### src/rtl/alu_pkg.sv
// alu_pkg: shared definitions for the pipelined ALU with NZCV flags.
//   alu_op_e   - 3-bit operation code (ALU_ADD .. ALU_CMP)
//   FLAG_*     - bit positions of N, Z, C, V inside the 4-bit flag register
package alu_pkg;

    typedef enum logic [2:0] {
        ALU_ADD = 3'b000,
        ALU_SUB = 3'b001,
        ALU_ADC = 3'b010,
        ALU_SBC = 3'b011,
        ALU_AND = 3'b100,
        ALU_OR  = 3'b101,
        ALU_XOR = 3'b110,
        ALU_CMP = 3'b111
    } alu_op_e;

    localparam int FLAG_N = 3;
    localparam int FLAG_Z = 2;
    localparam int FLAG_C = 1;
    localparam int FLAG_V = 0;

endpackage

### src/rtl/alu_addsub_core.sv
// alu_addsub_core: combinational WIDTH-bit adder/subtractor.
//   a, b  in  operands
//   cin   in  carry-in (1 for plain subtract, stored C for carry-chained ops)
//   sub   in  1 = a + ~b + cin, 0 = a + b + cin
//   sum   out low WIDTH bits of the result
//   c     out carry-out (for subtract this is NOT borrow)
//   v     out signed overflow
module alu_addsub_core #(
    parameter int WIDTH = 8
) (
    input  logic [WIDTH-1:0] a,
    input  logic [WIDTH-1:0] b,
    input  logic             cin,
    input  logic             sub,
    output logic [WIDTH-1:0] sum,
    output logic             c,
    output logic             v
);

    logic [WIDTH-1:0] b_eff;
    logic [WIDTH:0]   full;

    always_comb begin
        b_eff = sub ? ~b : b;
        full  = {1'b0, a} + {1'b0, b_eff} + {{WIDTH{1'b0}}, cin};
        sum   = full[WIDTH-1:0];
        c     = full[WIDTH];
        // overflow: operands of equal sign produced a result of the other sign
        v     = (a[WIDTH-1] == b_eff[WIDTH-1]) && (full[WIDTH-1] != a[WIDTH-1]);
    end

endmodule

### src/rtl/alu_flags_pipe.sv
// alu_flags_pipe: two-stage pipelined ALU with an architectural NZCV register.
// Optional feature macro: ALU_SATURATE_EN (adds sat_mode, signed clamping of
// arithmetic results on overflow).
//   clk, rst_n           clock, synchronous active-low reset
//   in_valid / in_ready  request handshake; op, a, b, set_flags latched on accept
//   sat_mode             (ALU_SATURATE_EN only) clamp on signed overflow
//   out_valid/out_ready  result handshake
//   result               registered result, held while stalled
//   flags                {N,Z,C,V}, committed when an op moves into stage 2
module alu_flags_pipe
    import alu_pkg::*;
#(
    parameter int WIDTH = 8
) (
    input  logic             clk,
    input  logic             rst_n,
    input  logic             in_valid,
    output logic             in_ready,
    input  logic [2:0]       op,
    input  logic [WIDTH-1:0] a,
    input  logic [WIDTH-1:0] b,
    input  logic             set_flags,
`ifdef ALU_SATURATE_EN
    input  logic             sat_mode,
`endif
    output logic             out_valid,
    input  logic             out_ready,
    output logic [WIDTH-1:0] result,
    output logic [3:0]       flags
);

    logic             s1_valid;
    alu_op_e          s1_op;
    logic [WIDTH-1:0] s1_a;
    logic [WIDTH-1:0] s1_b;
    logic             s1_sf;
`ifdef ALU_SATURATE_EN
    logic             s1_sat;
`endif

    logic             s1_advance;
    logic             accept;

    logic             core_cin;
    logic             core_sub;
    logic [WIDTH-1:0] core_sum;
    logic             core_c;
    logic             core_v;
    logic             is_arith;
    logic             sat_hit;
    logic [WIDTH-1:0] nxt_result;
    logic [3:0]       nxt_flags;

    always_comb begin
        s1_advance = s1_valid && (!out_valid || out_ready);
        in_ready   = rst_n && (!s1_valid || s1_advance);
        accept     = in_valid && in_ready;
    end

    // Carry-chained ops read flags directly: every older op has already
    // committed by the edge on which this op advances, so no stall is needed.
    always_comb begin
        core_sub = 1'b0;
        core_cin = 1'b0;
        case (s1_op)
            ALU_SUB, ALU_CMP: begin core_sub = 1'b1; core_cin = 1'b1; end
            ALU_ADC:          begin core_sub = 1'b0; core_cin = flags[FLAG_C]; end
            ALU_SBC:          begin core_sub = 1'b1; core_cin = flags[FLAG_C]; end
            default:          begin core_sub = 1'b0; core_cin = 1'b0; end
        endcase
    end

    alu_addsub_core #(.WIDTH(WIDTH)) u_core (
        .a   (s1_a),
        .b   (s1_b),
        .cin (core_cin),
        .sub (core_sub),
        .sum (core_sum),
        .c   (core_c),
        .v   (core_v)
    );

    always_comb begin
        is_arith = !s1_op[2] || (s1_op == ALU_CMP);
`ifdef ALU_SATURATE_EN
        sat_hit  = s1_sat && is_arith && core_v;
`else
        sat_hit  = 1'b0;
`endif
        case (s1_op)
            ALU_AND: nxt_result = s1_a & s1_b;
            ALU_OR:  nxt_result = s1_a | s1_b;
            ALU_XOR: nxt_result = s1_a ^ s1_b;
            default: nxt_result = core_sum;
        endcase
        // on overflow the sign of a tells which direction it went
        if (sat_hit) begin
            nxt_result = s1_a[WIDTH-1] ? {1'b1, {(WIDTH-1){1'b0}}}
                                       : {1'b0, {(WIDTH-1){1'b1}}};
        end

        nxt_flags = flags;
        if (s1_sf || (s1_op == ALU_CMP)) begin
            nxt_flags[FLAG_N] = nxt_result[WIDTH-1];
            nxt_flags[FLAG_Z] = (nxt_result == '0);
            if (is_arith) begin
                nxt_flags[FLAG_C] = core_c;
                nxt_flags[FLAG_V] = core_v;
            end
        end
    end

    always_ff @(posedge clk) begin
        if (!rst_n) begin
            s1_valid  <= 1'b0;
            out_valid <= 1'b0;
            result    <= '0;
            flags     <= '0;
        end else begin
            if (accept) begin
                s1_valid <= 1'b1;
                s1_op    <= alu_op_e'(op);
                s1_a     <= a;
                s1_b     <= b;
                s1_sf    <= set_flags;
`ifdef ALU_SATURATE_EN
                s1_sat   <= sat_mode;
`endif
            end else if (s1_advance) begin
                s1_valid <= 1'b0;
            end

            // flags commit only on advance, so a stalled output never re-commits
            if (s1_advance) begin
                out_valid <= 1'b1;
                result    <= nxt_result;
                flags     <= nxt_flags;
            end else if (out_ready) begin
                out_valid <= 1'b0;
            end
        end
    end

endmodule

### config.mk
export PLATFORM = sky130hd
export DESIGN_NAME = alu_flags_pipe
export DESIGN_NICKNAME = d
export VERILOG_FILES = /design/src/rtl/alu_pkg.sv /design/src/rtl/alu_addsub_core.sv /design/src/rtl/alu_flags_pipe.sv
export SDC_FILE = /design/constraint.sdc
export NUM_CORES = 1
export LEC_CHECK = 0
export BUFFER_PORTS_ARGS = -buffer_cell sky130_fd_sc_hd__buf_2
export CAP_MARGIN = 20
export CORE_AREA = 2 2 70 72
export DETAILED_ROUTE_END_ITERATION = 8
export DIE_AREA = 0 0 72 74
export MAX_ROUTING_LAYER = met4
export PLACE_DENSITY_LB_ADDON = 0.05
export SYNTH_ARGS = -nofsm -noshare
export SYNTH_HDL_FRONTEND = slang
export SYNTH_SLANG_ARGS = --single-unit
export TNS_END_PERCENT = 30
### constraint.sdc
create_clock -name clk -period 2.77 [get_ports clk]
set_input_delay 0.554 -clock clk [delete_from_list [all_inputs] [get_ports clk]]
set_output_delay 0.554 -clock clk [all_outputs]
set_load 0.03 [all_outputs]
Yosys cells after proc, flatten, opt, wreduce, memory -nomap -nowiden
Cells that the tools add are included.

operators by class
  divide/modulo/power cells = 0
  muxes and demuxes = 8
  reduce and logical (&&, ||, !) cells = 20
  multiply operators = 0
  bitwise logic cells = 4
  shift-type cells = 0
  order comparisons = 0
  equal/unequal tests = 9
  add/subtract/negate cells = 2

operator list
  cell                                            count
  one-hot mux 8 bit (3 select lines)              1
  == test 3 bit (second input constant)           4
  adder 8 x 8 -> 9 bit                            1
  adder 9 x 1 -> 9 bit                            1
  bitwise AND 8 bit                               1
  logical NOT 8 bit                               1
  two-way mux 8 bit                               1
  inverter 8 bit                                  1
  bitwise OR 8 bit                                1
  XOR 8 bit                                       1
  == test 3 x 2 -> 1 bit (second input constant)  2
  two-way mux 1 bit                               5
  logical AND 1 bit                               4
  logical OR 1 bit                                4
  AND reduction 2 bit                             2
  nonzero test 2 bit                              2
  OR reduction 2 bit                              2
  == test 3 x 1 -> 1 bit (second input constant)  1
  logical NOT 1 bit                               3
  AND reduction 3 bit                             1
  OR reduction 3 bit                              1
  one-hot mux 1 bit (2 select lines)              1
  == test 1 bit                                   1
  inequality test 1 bit                           1

word-level totals
  memories kept = 0
  bits in latches = 0
  memory bits (read-only) = 0
  logic and storage cells = 52
  RAM bits = 0
  output and inout bits = 14
  bits of input ports = 24
  register bits after elaboration = 34

Longest topological paths before layout
Gate-level depths: netlist of run 1.

  depth in word-level cells = 8
  mapped depth = 13
  gate-level depth less buffers = 11

Hierarchy
A second synthesis of run 1 with hierarchy kept.

unflattened totals
  cells, all modules = 223
  area total of the unflattened synthesis = 2317.2 um^2

by module, submodules not included
  module           area each (um^2)  instances  seq. area each (um^2)  cells an instance
  alu_flags_pipe   1851.8            1          880.8                  163
  alu_addsub_core  465.4             1          0.0                    60

Worst setup path after synthesis of run 1
OpenSTA, ideal clock, no wires.

  path kind = reg2reg
  start = register s1_op[1]
  end = register flags[2]
  clock period less this slack = 3045 ps
  path buffers = 1
  library setup time = 114 ps
  data arrival time = 2931 ps
  stages on the path, launching flop included = 13
  required time = 2656 ps
  path slack = -275 ps
  cell sequence = edfxtp_1 > buf_2 > nand2b_1 > nand2_1 > xnor2_1 > fa_1 > fa_1 > nor2b_1 > o21ai_0 > a221o_1 > o2111ai_1 > nor4_1 > a21o_1

on the way
  word-level cells in the longest chain between the ends = 8
  elaborated cells between the ends (all ways) = 19
  those cells by class = 2 x add/sub; 7 x eq/ne; 4 x mux; 6 x reduce/logical

RTL lines
  element                                RTL line                                     RTL
  start: declaration                     alu_flags_pipe.sv:33                         alu_op_e s1_op;
  start signal: assignment               alu_flags_pipe.sv:122                        s1_op <= alu_op_e'(op);
  == test 3 bit (tied with other cells)  alu_flags_pipe.sv:65, alu_flags_pipe.sv:103
  OR reduction 3 bit (no line)           -
  two-way mux 1 bit                      alu_flags_pipe.sv:65                         case (s1_op)
  two-way mux 8 bit                      alu_addsub_core.sv:24                        b_eff = sub ? ~b : b;
  adder 8 x 8 -> 9 bit                   alu_addsub_core.sv:25                        full = {1'b0, a} + {1'b0, b_eff} + {{WIDTH{1'b0}}, cin};
  adder 9 x 1 -> 9 bit                   alu_addsub_core.sv:25
  one-hot mux 8 bit (3 select lines)     alu_flags_pipe.sv:90                         case (s1_op)
  logical NOT 8 bit                      alu_flags_pipe.sv:105                        nxt_flags[FLAG_Z] = (nxt_result == '0);
  end signal: assignment                 alu_flags_pipe.sv:137                        flags <= nxt_flags;
  end: declaration                       alu_flags_pipe.sv:29                         output logic [3:0] flags

Several ways; a longest one is shown, not always the timed one.
A chain may end at the register's enable or synchronous reset.

Worst setup path in the final report of run 1
  start = register s1_op[2]
  end = register flags[0]

on the way
  word-level cells in the longest chain between the ends = 8
  elaborated cells between the ends (all ways) = 19
  those cells by class = 2 x add/sub; 6 x eq/ne; 3 x mux; 8 x reduce/logical

RTL lines
  element                                RTL line                                                           RTL
  == test 3 bit (tied with other cells)  alu_flags_pipe.sv:65, alu_flags_pipe.sv:84, alu_flags_pipe.sv:103
  OR reduction 3 bit (no line)           -
  two-way mux 1 bit                      alu_flags_pipe.sv:65
  two-way mux 8 bit                      alu_addsub_core.sv:24
  adder 8 x 8 -> 9 bit                   alu_addsub_core.sv:25
  adder 9 x 1 -> 9 bit                   alu_addsub_core.sv:25
  inequality test 1 bit                  alu_addsub_core.sv:29                                              v = (a[WIDTH-1] == b_eff[WIDTH-1]) && (full[WIDTH-1] != a[WIDTH-1]);
  logical AND 1 bit                      alu_addsub_core.sv:29

Several ways; a longest one is shown, not always the timed one.

==> results of run 1 <==
[final timing paths]
check | start | endpoint | slack, ns | depth (start not counted)
worst min-delay path | a[5] | s1_a[5] | 0.44 | 1
worst max-delay path | s1_op[2] | flags[0] | 0.11 | 11
worst max register to register | s1_op[2] | flags[0] | 0.11 | 11
worst min register to register | flags[0] | flags[0] | 0.46 | 2
[flip-flops by register name, summed over array words and instances (netlist names)]
signal and flops:
s1_op 3, s1_b 8, s1_valid 1, flags 4, result 8, out_valid 1, s1_sf 1, s1_a 8
[cells by family after synthesis]
logic type | synth area share [%]
and+or+nand+nor | 18.1
muxes | 1.85
AOI/OAI and AO/OA | 16.3
xor gates and xnor gates | 3.53
buffers and inverters | 6.05
adders and majority gates | 14.7
DFF | 39.4
[area by class of cell]
type,count,area [sq um]
multi-input combinational,167,1280
inverter,23,86.3
tap,54,67.6
sequential,34,881
timing repair buffer,50,283
clock inverter,2,8.76
fill,423,1920
clock buffer,6,72.6
[stage by stage]
step           total power, uW  setup slack, ns  utilization, %  std cells
3_3_place_gp               865            0.102            54.8        323
2_1_floorplan              792          0.00851               -        231
6_report                  1230            0.112            58.3        336
5_1_grt                   1300          -0.0304            58.3        336
4_1_cts                   1220           0.0692            56.5        331
3_5_place_dp               868           0.0805            54.8        323
[worst max-delay path: cells and delay by family, from the launching register on]
family                   cells  cell delay, ns
buffers and inverters        1            0.19
XOR/XNOR                     1            0.14
flip-flops                   1            0.49
AND/OR/NAND/NOR              4            0.79
adder cells (fa/ha/maj)      1            0.36
AO/OA/AOI/OAI                4            0.64
[synthesized netlist by cell type (all sizes together) (2+ instances only)]
| cell type | n |
|---|---|
| nor3 | 9 |
| edfxtp | 20 |
| nor2 | 18 |
| a31oi | 4 |
| buf | 5 |
| o211ai | 3 |
| nor4bb | 2 |
| nand2 | 11 |
| nand2b | 9 |
| ha | 23 |
| a21oi | 12 |
| o32ai | 2 |
| nand4 | 2 |
| mux2i | 3 |
| xnor2 | 9 |
| or2 | 2 |
| nor2b | 7 |
| and2 | 4 |
| clkbuf | 2 |
| fa | 2 |
| inv | 23 |
| dfxtp | 14 |
| or3 | 2 |
| o211a | 2 |
| o31ai | 2 |
| a21o | 3 |
| o21ai | 11 |
| nand3 | 3 |
| o22ai | 2 |
| a211oi | 5 |
[report_power, final]
group	switching (uW)	internal, uW	total, uW
clock	178	173	350
sequential	19.4	563	582
combinational	166	129	295
total	363	865	1230
[layer usage]
metal | track usage, % | vias to the layer above
met5 | - | -
met4 | 9.64 | 0
met3 | 4.20 | 9
met2 | 29.2 | 40
met1 | 24.7 | 794
li1 | - | 922
[what timing repair did]
| item | 4_1_cts | 5_1_grt |
|---|---|---|
| setup buffers | 0 | 5 |
| hold endpoints to repair | 0 | 0 |
| endpoints found under the setup margin | 0 | 3 |
| gates resized for setup | 0 | 7 |
==> results.json, run 1 <==
{
  "design_area_sq_um": 2680,
  "ys_top_cells_by_area": "edfxtp_1 27%, ha_1 13%, dfxtp_1 13%, inv_1 3.9%, xnor2_1 3.5%",
  "clockBufferDepth": 2,
  "drt-total-wl_um": 4490,
  "finalNetCount": 330,
  "avgRoutedWirePerCell_um": 13.3,
  "clk_latency_ns": 0.29,
  "synth_cells": 231,
  "async_flop_share_pct": 0,
  "finalClockSkew_ns": 0.00827,
  "die_width_um": 72,
  "start_util_pct": 48.6,
  "synth_nets": 280,
  "avgSynthCellArea_sq_um": 9.67,
  "cts_made_buffers": 5,
  "viasPerCell": 5.25,
  "dp_hpwl_um": 3500,
  "critPathRequiredTime_ns": 2.99,
  "final-max-slew-violation-count": 0,
  "clkSinkCount": 34,
  "firstDrtPassIters": 4,
  "wl_met1_um": 2160,
  "yosys_warnings": 0,
  "yosysSeqAreaShare_pct": 39.4,
  "crit_chain": "nand2b_4, nand2_4, buf_4, xnor2_1, ha_1, o211ai_1, a21o_1, a21oi_1, nor3_1, or4b_1, a21oi_1",
  "drtAntennaViolNets": 0,
  "cts_tree": "built",
  "ir_worst_vdd_mv": 0.246,
  "synth_flop_cell": "edfxtp_1",
  "antenna_found_initial": 0,
  "rows": 25,
  "layout_commonest_cell": "buf_2",
  "max_freq_mhz": 376,
  "port-buffer-count": 37,
  "tightest_slew_ns": 0.492,
  "syn_area_sq_um": 2230,
  "num_antenna_cells": 0,
  "timing.hold.ws_ns": 0.437,
  "maxCapViolations": 0,
  "max_stage_delay_ns": 0.52,
  "synth_cell_types": 50,
  "wl_met3_um": 180,
  "vias": 1765,
  "ys_ff_latch": 34,
  "criticalPathCategory": "flip-flop to flip-flop",
  "dieArea_sq_um": 5330,
  "drt_iter0_drc": 43,
  "die_h_um": 74,
  "drc": 0,
  "synth.top_cell.area_share_pct": 26.9,
  "grt_pass1_vias": 1588,
  "grt_overflow": 0,
  "power_leakage_uw": 0.00122,
  "crit_path_end_kind": "flip-flop",
  "hold_class": "input pin to flip-flop",
  "place_area_sq_um": 2520,
  "p_per_area_nw_per_um2": 458,
  "grt_pass1_wl_um": 7560,
  "synth_edf_count": 20,
  "setup-violations-final": 0,
  "core_area_sq_um": 4600,
  "worstPathArrival_ns": 2.88,
  "crit_top_cell": "a21oi_1",
  "syn_to_final_growth_pct": 19.9,
  "routed-wl-met2_um": 2020,
  "fin_crit_ns": 2.66,
  "drive_gt1_share_pct": 26.2,
  "io_pins": 38,
  "outcome": "completed",
  "layout_worst_path_cycle_share_pct": 96.0,
  "slew_headroom_pct": 67.0,
  "worst_setup_path_start_kind": "flip-flop",
  "yosysTopAreaCell": "edfxtp_1",
  "gp_congestion": 0.824,
  "cts_root_buf": "clkbuf_8",
  "grt_start_max_net_pins": 21,
  "crit_path_max_fanout": 7,
  "rsz0062_at_grt": "yes",
  "layout_common_cells": "37 x buf_2, 23 x inv_1, 23 x ha_1",
  "grt_usage_pct": 19.4,
  "tns_ns": 0,
  "finalHoldViolations": 0,
  "top_layer": "met4",
  "critPathSlowestCell": "or4b_1",
  "hold_buffers": 0,
  "h-tree-depth": 2,
  "clkSlewWorstSetupHoldPaths_ns": 0.07
}
No activity file was read; power rests on OpenSTA's default activity.
==> run 2, diff against run 1 <==
--- a/config.mk
+++ b/config.mk
@@ -5,11 +5,12 @@
 export SDC_FILE = /design/constraint.sdc
 export NUM_CORES = 1
 export LEC_CHECK = 0
+export ABC_AREA = 1
 export BUFFER_PORTS_ARGS = -buffer_cell sky130_fd_sc_hd__buf_2
 export CAP_MARGIN = 20
-export CORE_AREA = 2 2 70 72
+export CORE_AREA = 2 2 69 71
 export DETAILED_ROUTE_END_ITERATION = 8
-export DIE_AREA = 0 0 72 74
+export DIE_AREA = 0 0 71 73
 export MAX_ROUTING_LAYER = met4
 export PLACE_DENSITY_LB_ADDON = 0.05
 export SYNTH_ARGS = -nofsm -noshare
==> run 2 against run 1 <==
Via count grew 3.7%; hold slack gained 0.0090 ns; area after synthesis shrank 2.7%; synthesized cell count grew 18%; non-clock buffer count shrank 7; power grew 2.8%; sequential share of layout area grew 1.2 points.
==> results.json, run 2 <==
{
  "worst_setup_path_start_kind": "flip-flop",
  "drc": 0,
  "viasPerCell": 4.90,
  "io_pins": 38,
  "clockBufferDepth": 2,
  "layout_common_cells": "55 x inv_1, 47 x nand2_1, 37 x buf_2",
  "cts_made_buffers": 5,
  "grt_start_max_net_pins": 21,
  "criticalPathCategory": "flip-flop to flip-flop",
  "fin_crit_ns": 2.53,
  "finalHoldViolations": 0,
  "place_area_sq_um": 2440,
  "drt_iter0_drc": 84,
  "synth_nets": 322,
  "synth.top_cell.area_share_pct": 27.6,
  "worstPathArrival_ns": 2.75,
  "tightest_slew_ns": 0.339,
  "drt-total-wl_um": 4600,
  "hold_class": "input pin to flip-flop",
  "rows": 25,
  "yosysTopAreaCell": "edfxtp_1",
  "grt_pass1_wl_um": 7590,
  "die_width_um": 71,
  "final-max-slew-violation-count": 0,
  "async_flop_share_pct": 0,
  "layout_commonest_cell": "inv_1",
  "timing.hold.ws_ns": 0.446,
  "finalNetCount": 368,
  "finalClockSkew_ns": 0.00740,
  "syn_to_final_growth_pct": 18.8,
  "power_leakage_uw": 0.00136,
  "p_per_area_nw_per_um2": 489,
  "setup-violations-final": 0,
  "yosysMostFrequentCell": "inv_1",
  "clkSlewWorstSetupHoldPaths_ns": 0.07,
  "crit_path_max_fanout": 4,
  "crit_path_end_kind": "flip-flop",
  "drtAntennaViolNets": 0,
  "port-buffer-count": 37,
  "die_h_um": 73,
  "synth_cell_types": 26,
  "clkSinkCount": 34,
  "cts_root_buf": "clkbuf_8",
  "yosysSeqAreaShare_pct": 40.5,
  "vias": 1831,
  "yosys_warnings": 0,
  "ys_top_cells_by_area": "edfxtp_1 28%, ha_1 13%, dfxtp_1 13%, inv_1 9.7%, nand2_1 9.0%",
  "dp_hpwl_um": 3680,
  "maxCapViolations": 0,
  "antenna_found_initial": 0,
  "power.total_uw": 1260,
  "avgRoutedWirePerCell_um": 12.3,
  "design_area_sq_um": 2580,
  "synth_top_cells_by_count": "56 x inv_1, 52 x nand2_1, 24 x nand3_1, 23 x ha_1, 23 x nor2_1",
  "slew_headroom_pct": 77.4,
  "h-tree-depth": 2,
  "layout_worst_path_cycle_share_pct": 91.3,
  "critPathRequiredTime_ns": 2.99,
  "synth_edf_count": 20,
  "grt_overflow": 0,
  "syn_area_sq_um": 2170,
  "clk_latency_ns": 0.28,
  "top_regs": "result x8, s1_a x8, s1_b x8",
  "drive_gt1_share_pct": 20.0,
  "core_area_sq_um": 4540,
  "ir_worst_vdd_mv": 0.289,
  "avgSynthCellArea_sq_um": 7.96,
  "tns_ns": 0,
  "synth_cells": 273,
  "synth_flop_cell": "edfxtp_1",
  "hold_buffers": 0,
  "firstDrtPassIters": 4,
  "ys_ff_latch": 34,
  "num_antenna_cells": 0,
  "start_util_pct": 47.9,
  "gp_congestion": 0.888,
  "dieArea_sq_um": 5180,
  "outcome": "completed",
  "grt_usage_pct": 19.7,
  "cts_tree": "built",
  "post-route-util_pct": 56.9,
  "max_freq_mhz": 395,
  "grt_pass1_vias": 1658
}
## run 2: changes by cell type in the layout (fill, tap and decap cells not counted), sizes merged, moves of 8 or more
cell and change:
xor2 +8, nand2 +43, nand3 +21, xnor2 -9
nand2b -9, inv +34
## run 2: kinds of logic after synthesis
kind of cell    after synthesis  synth area share, %
xor+xnor                      8                 3.22
buf+inv                      61                 10.8
flops                        34                 40.5
simple gates                112                 22.2
compound gates               33                 8.23
fa+ha+maj                    25                 15.1
## run 2: cell type report
cell class	count	area [sq um]
Clock buffer	8	101
Fill cell	428	1950
Inverter	57	214
Multi-Input combinational cell	178	1080
Sequential cell	34	881
Tap cell	54	67.6
Timing Repair Buffer	43	234
## run 2: worst paths after layout
path	depth (start not counted)	slack [ns]	to	from
setup reg to reg	18	0.24	flags[2]	s1_op[2]
hold / removal	1	0.45	s1_a[3]	a[3]
setup / recovery	18	0.24	flags[2]	s1_op[2]
hold reg to reg	2	0.47	flags[2]	flags[2]
## run 2: power breakdown
part	switching (uW)	total (uW)	internal [uW]
sequential	15.3	579	563
combinational	179	281	102
clock	169	402	233
total	364	1260	898
## run 2: layer usage
layer	vias up	global-route usage (%)	share of wire (%)
met5	-	-	0
met4	0	5.66	1.3
met1	820	26.6	50
met2	33	30.3	45
met3	5	3.73	3.5
li1	973	-	-
## run 2: critical path, stage by stage, from the launching register on
cell      delay, ns
edfxtp_1       0.45
buf_6          0.16
inv_1          0.05
nand2_2        0.06
nand2_2        0.06
o21ai_2        0.06
fa_2           0.42
fa_2           0.36
inv_2          0.08
nand2_2        0.05
nand2_2        0.08
nand3_1        0.07
nand3_1        0.08
nand2_1        0.07
nor2_1         0.09
nand2_1        0.05
nor2_1         0.08
nand3_1        0.07
a21oi_1        0.13
## run 2: metrics by stage
stage / worst slack [ns] / instances
3_3_place_gp: 0.191 / 364
4_1_cts: 0.125 / 372
3_5_place_dp: 0.136 / 364
5_1_grt: -0.0137 / 374
6_report: 0.241 / 374
2_1_floorplan: 0.193 / 273
## run 2: timing repair
item	in CTS	in global routing
gates resized for setup	0	12
buffers inserted	0	2
endpoints found under the setup margin	0	3
==> run 3, diff against run 2 <==
--- a/config.mk
+++ b/config.mk
@@ -13,6 +13,7 @@
 export DIE_AREA = 0 0 71 73
 export MAX_ROUTING_LAYER = met4
 export PLACE_DENSITY_LB_ADDON = 0.05
+export REMOVE_ABC_BUFFERS = 1
 export SYNTH_ARGS = -nofsm -noshare
 export SYNTH_HDL_FRONTEND = slang
 export SYNTH_SLANG_ARGS = --single-unit
==> constraint.sdc (replaced) <==
create_clock -name clk -period 2.77 [get_ports clk]
set_input_delay 0.554 -clock clk [delete_from_list [all_inputs] [get_ports clk]]
set_output_delay 0.554 -clock clk [all_outputs]
set_load 0.1 [all_outputs]
==> run 3 against run 2 <==
Cell area down 2.0%; flip-flop and latch count unchanged; die area unchanged; register-to-register slack about the same; core utilization down 1.1 points; non-clock buffer count down 1; critical path depth unchanged; sequential share of layout area up 0.69 points; power up 1.9%; final cell count down 0.27%; critical path type unchanged; largest cell class unchanged; highest routed layer unchanged.
==> results.json, run 3 (synthesis gave the netlist of run 2 again) <==
{
  "outcome": "completed",
  "fin_crit_ns": 2.53,
  "layout_commonest_cell": "inv_1",
  "core_area_sq_um": 4540,
  "num_antenna_cells": 0,
  "slew_headroom_pct": 67.9,
  "p_per_area_nw_per_um2": 508,
  "top_regs": "result x8, s1_a x8, s1_b x8",
  "antenna_found_initial": 0,
  "post-route-util_pct": 55.8,
  "place_area_sq_um": 2440,
  "h-tree-depth": 2,
  "drtAntennaViolNets": 0,
  "final-max-slew-violation-count": 0,
  "syn_to_final_growth_pct": 16.5,
  "crit_path_max_fanout": 10,
  "gp_congestion": 0.965,
  "grt_pass1_wl_um": 8020,
  "max_freq_mhz": 395,
  "clkSlewWorstSetupHoldPaths_ns": 0.07,
  "grt_overflow": 0,
  "avgRoutedWirePerCell_um": 12.7,
  "worstPathArrival_ns": 2.75,
  "drt_iter0_drc": 98,
  "seq_area_sq_um": 881,
  "max_stage_delay_ns": 0.42,
  "grt_start_max_net_pins": 21,
  "grt_usage_pct": 20.9,
  "viasPerCell": 4.85,
  "cts_tree": "built",
  "start_util_pct": 47.9,
  "power_leakage_uw": 0.00134,
  "clk_latency_ns": 0.29,
  "vias": 1809,
  "tightest_slew_ns": 0.484,
  "port-buffer-count": 37,
  "multi_input_area_sq_um": 1060,
  "power.total_uw": 1290,
  "cts_root_buf": "clkbuf_8",
  "io_pins": 38,
  "clkSinkCount": 34,
  "design_area_sq_um": 2530,
  "die_h_um": 73,
  "hold_class": "input pin to flip-flop",
  "setup-violations-final": 0,
  "rows": 25,
  "num-fill-cells": 425,
  "hold_buffers": 0,
  "ir_worst_vdd_mv": 0.405,
  "dp_hpwl_um": 3740,
  "finalClockSkew_ns": 0.00663,
  "rsz0062_at_grt": "no",
  "cts_made_buffers": 5,
  "finalNetCount": 367,
  "crit_path_end_kind": "flip-flop",
  "firstDrtPassIters": 4,
  "crit_chain": "buf_4, inv_1, nand2_1, nand2_1, o21ai_1, fa_2, fa_2, inv_2, nand2_1, nand2_1, nand3_1, nand3_1, nand2_1, nor2_1, nand2_1, nor2_1, nand3_1, a21oi_1",
  "criticalPathCategory": "flip-flop to flip-flop",
  "drc": 0,
  "critPathSlowestCell": "fa_2",
  "die_width_um": 71,
  "layout_common_cells": "55 x inv_1, 52 x nand2_1, 37 x buf_2",
  "tns_ns": 0,
  "clockBufferDepth": 2,
  "layout_worst_path_cycle_share_pct": 91.4,
  "drive_gt1_share_pct": 17.6,
  "crit_top_cell": "nand2_1",
  "worst_setup_path_start_kind": "flip-flop",
  "dieArea_sq_um": 5180,
  "finalHoldViolations": 0,
  "critPathRequiredTime_ns": 2.99,
  "maxCapViolations": 0,
  "grt_pass1_vias": 1760,
  "drt-total-wl_um": 4730
}
run 3: cell count changes in the layout (fill, tap and decap cells not counted):
cell and delta:
o21ai_2 -1, inv_4 +1, clkbuf_16 -1, buf_6 -1, o21ai_1 +1, nand3_2 -1, nand2_2 -5, nand3_1 +1
nand2_1 +5
run 3: final timing paths:
kind | from | end | slack, ns | cells after the start
worst max-delay path | s1_op[2] | flags[2] | 0.24 | 18
worst min-delay path | a[1] | s1_a[1] | 0.44 | 1
worst max register to register | s1_op[2] | flags[2] | 0.24 | 18
worst min register to register | flags[2] | flags[2] | 0.47 | 2
run 3: through the flow:
step / setup WS, ns / std cells / hold slack [ns]
finish: 0.238 / 373 / 0.435
global placement: 0.241 / 364 / 0.462
global route: 0.0105 / 373 / 0.423
detailed placement: 0.185 / 364 / 0.468
floorplan: -0.0492 / 269 / 0.451
CTS: 0.162 / 372 / 0.430
run 3: cell type report:
cell class / instances / share of cell area, %
Sequential cell: 34 / 34.8
Clock buffer: 7 / 3.02
Clock inverter: 1 / 0.247
Tap cell: 54 / 2.67
Timing Repair Buffer: 42 / 8.80
Inverter: 57 / 8.45
Multi-Input combinational cell: 178 / 42.0
run 3: routing by layer:
metal	track usage, %	up-vias	wire (um)
li1	-	966	-
met1	27.2	790	2300
met2	32.1	44	2130
met3	4.70	9	190
met4	7.76	0	105
met5	-	-	0
run 3: report_power, final:
| group | total, uW | switching [uW] | internal (uW) | leakage, uW |
|---|---|---|---|---|
| sequential | 579 | 15.5 | 563 | 0.000302 |
| clock | 361 | 182 | 178 | 0.0000428 |
| combinational | 346 | 246 | 100 | 0.000999 |
| total | 1290 | 444 | 842 | 0.00134 |
run 3: worst max-delay path: cells and delay by family, from the launching register on:
kind,cells,cell delay (ns)
flops,1,0.38
compound gates,2,0.19
fa+ha+maj,2,0.76
simple gates,11,0.80
buf+inv,3,0.31
run 3: repair_timing:
item	CTS	global route
endpoints found under the setup margin	0	2
resized for setup	0	4
buffers inserted	0	1
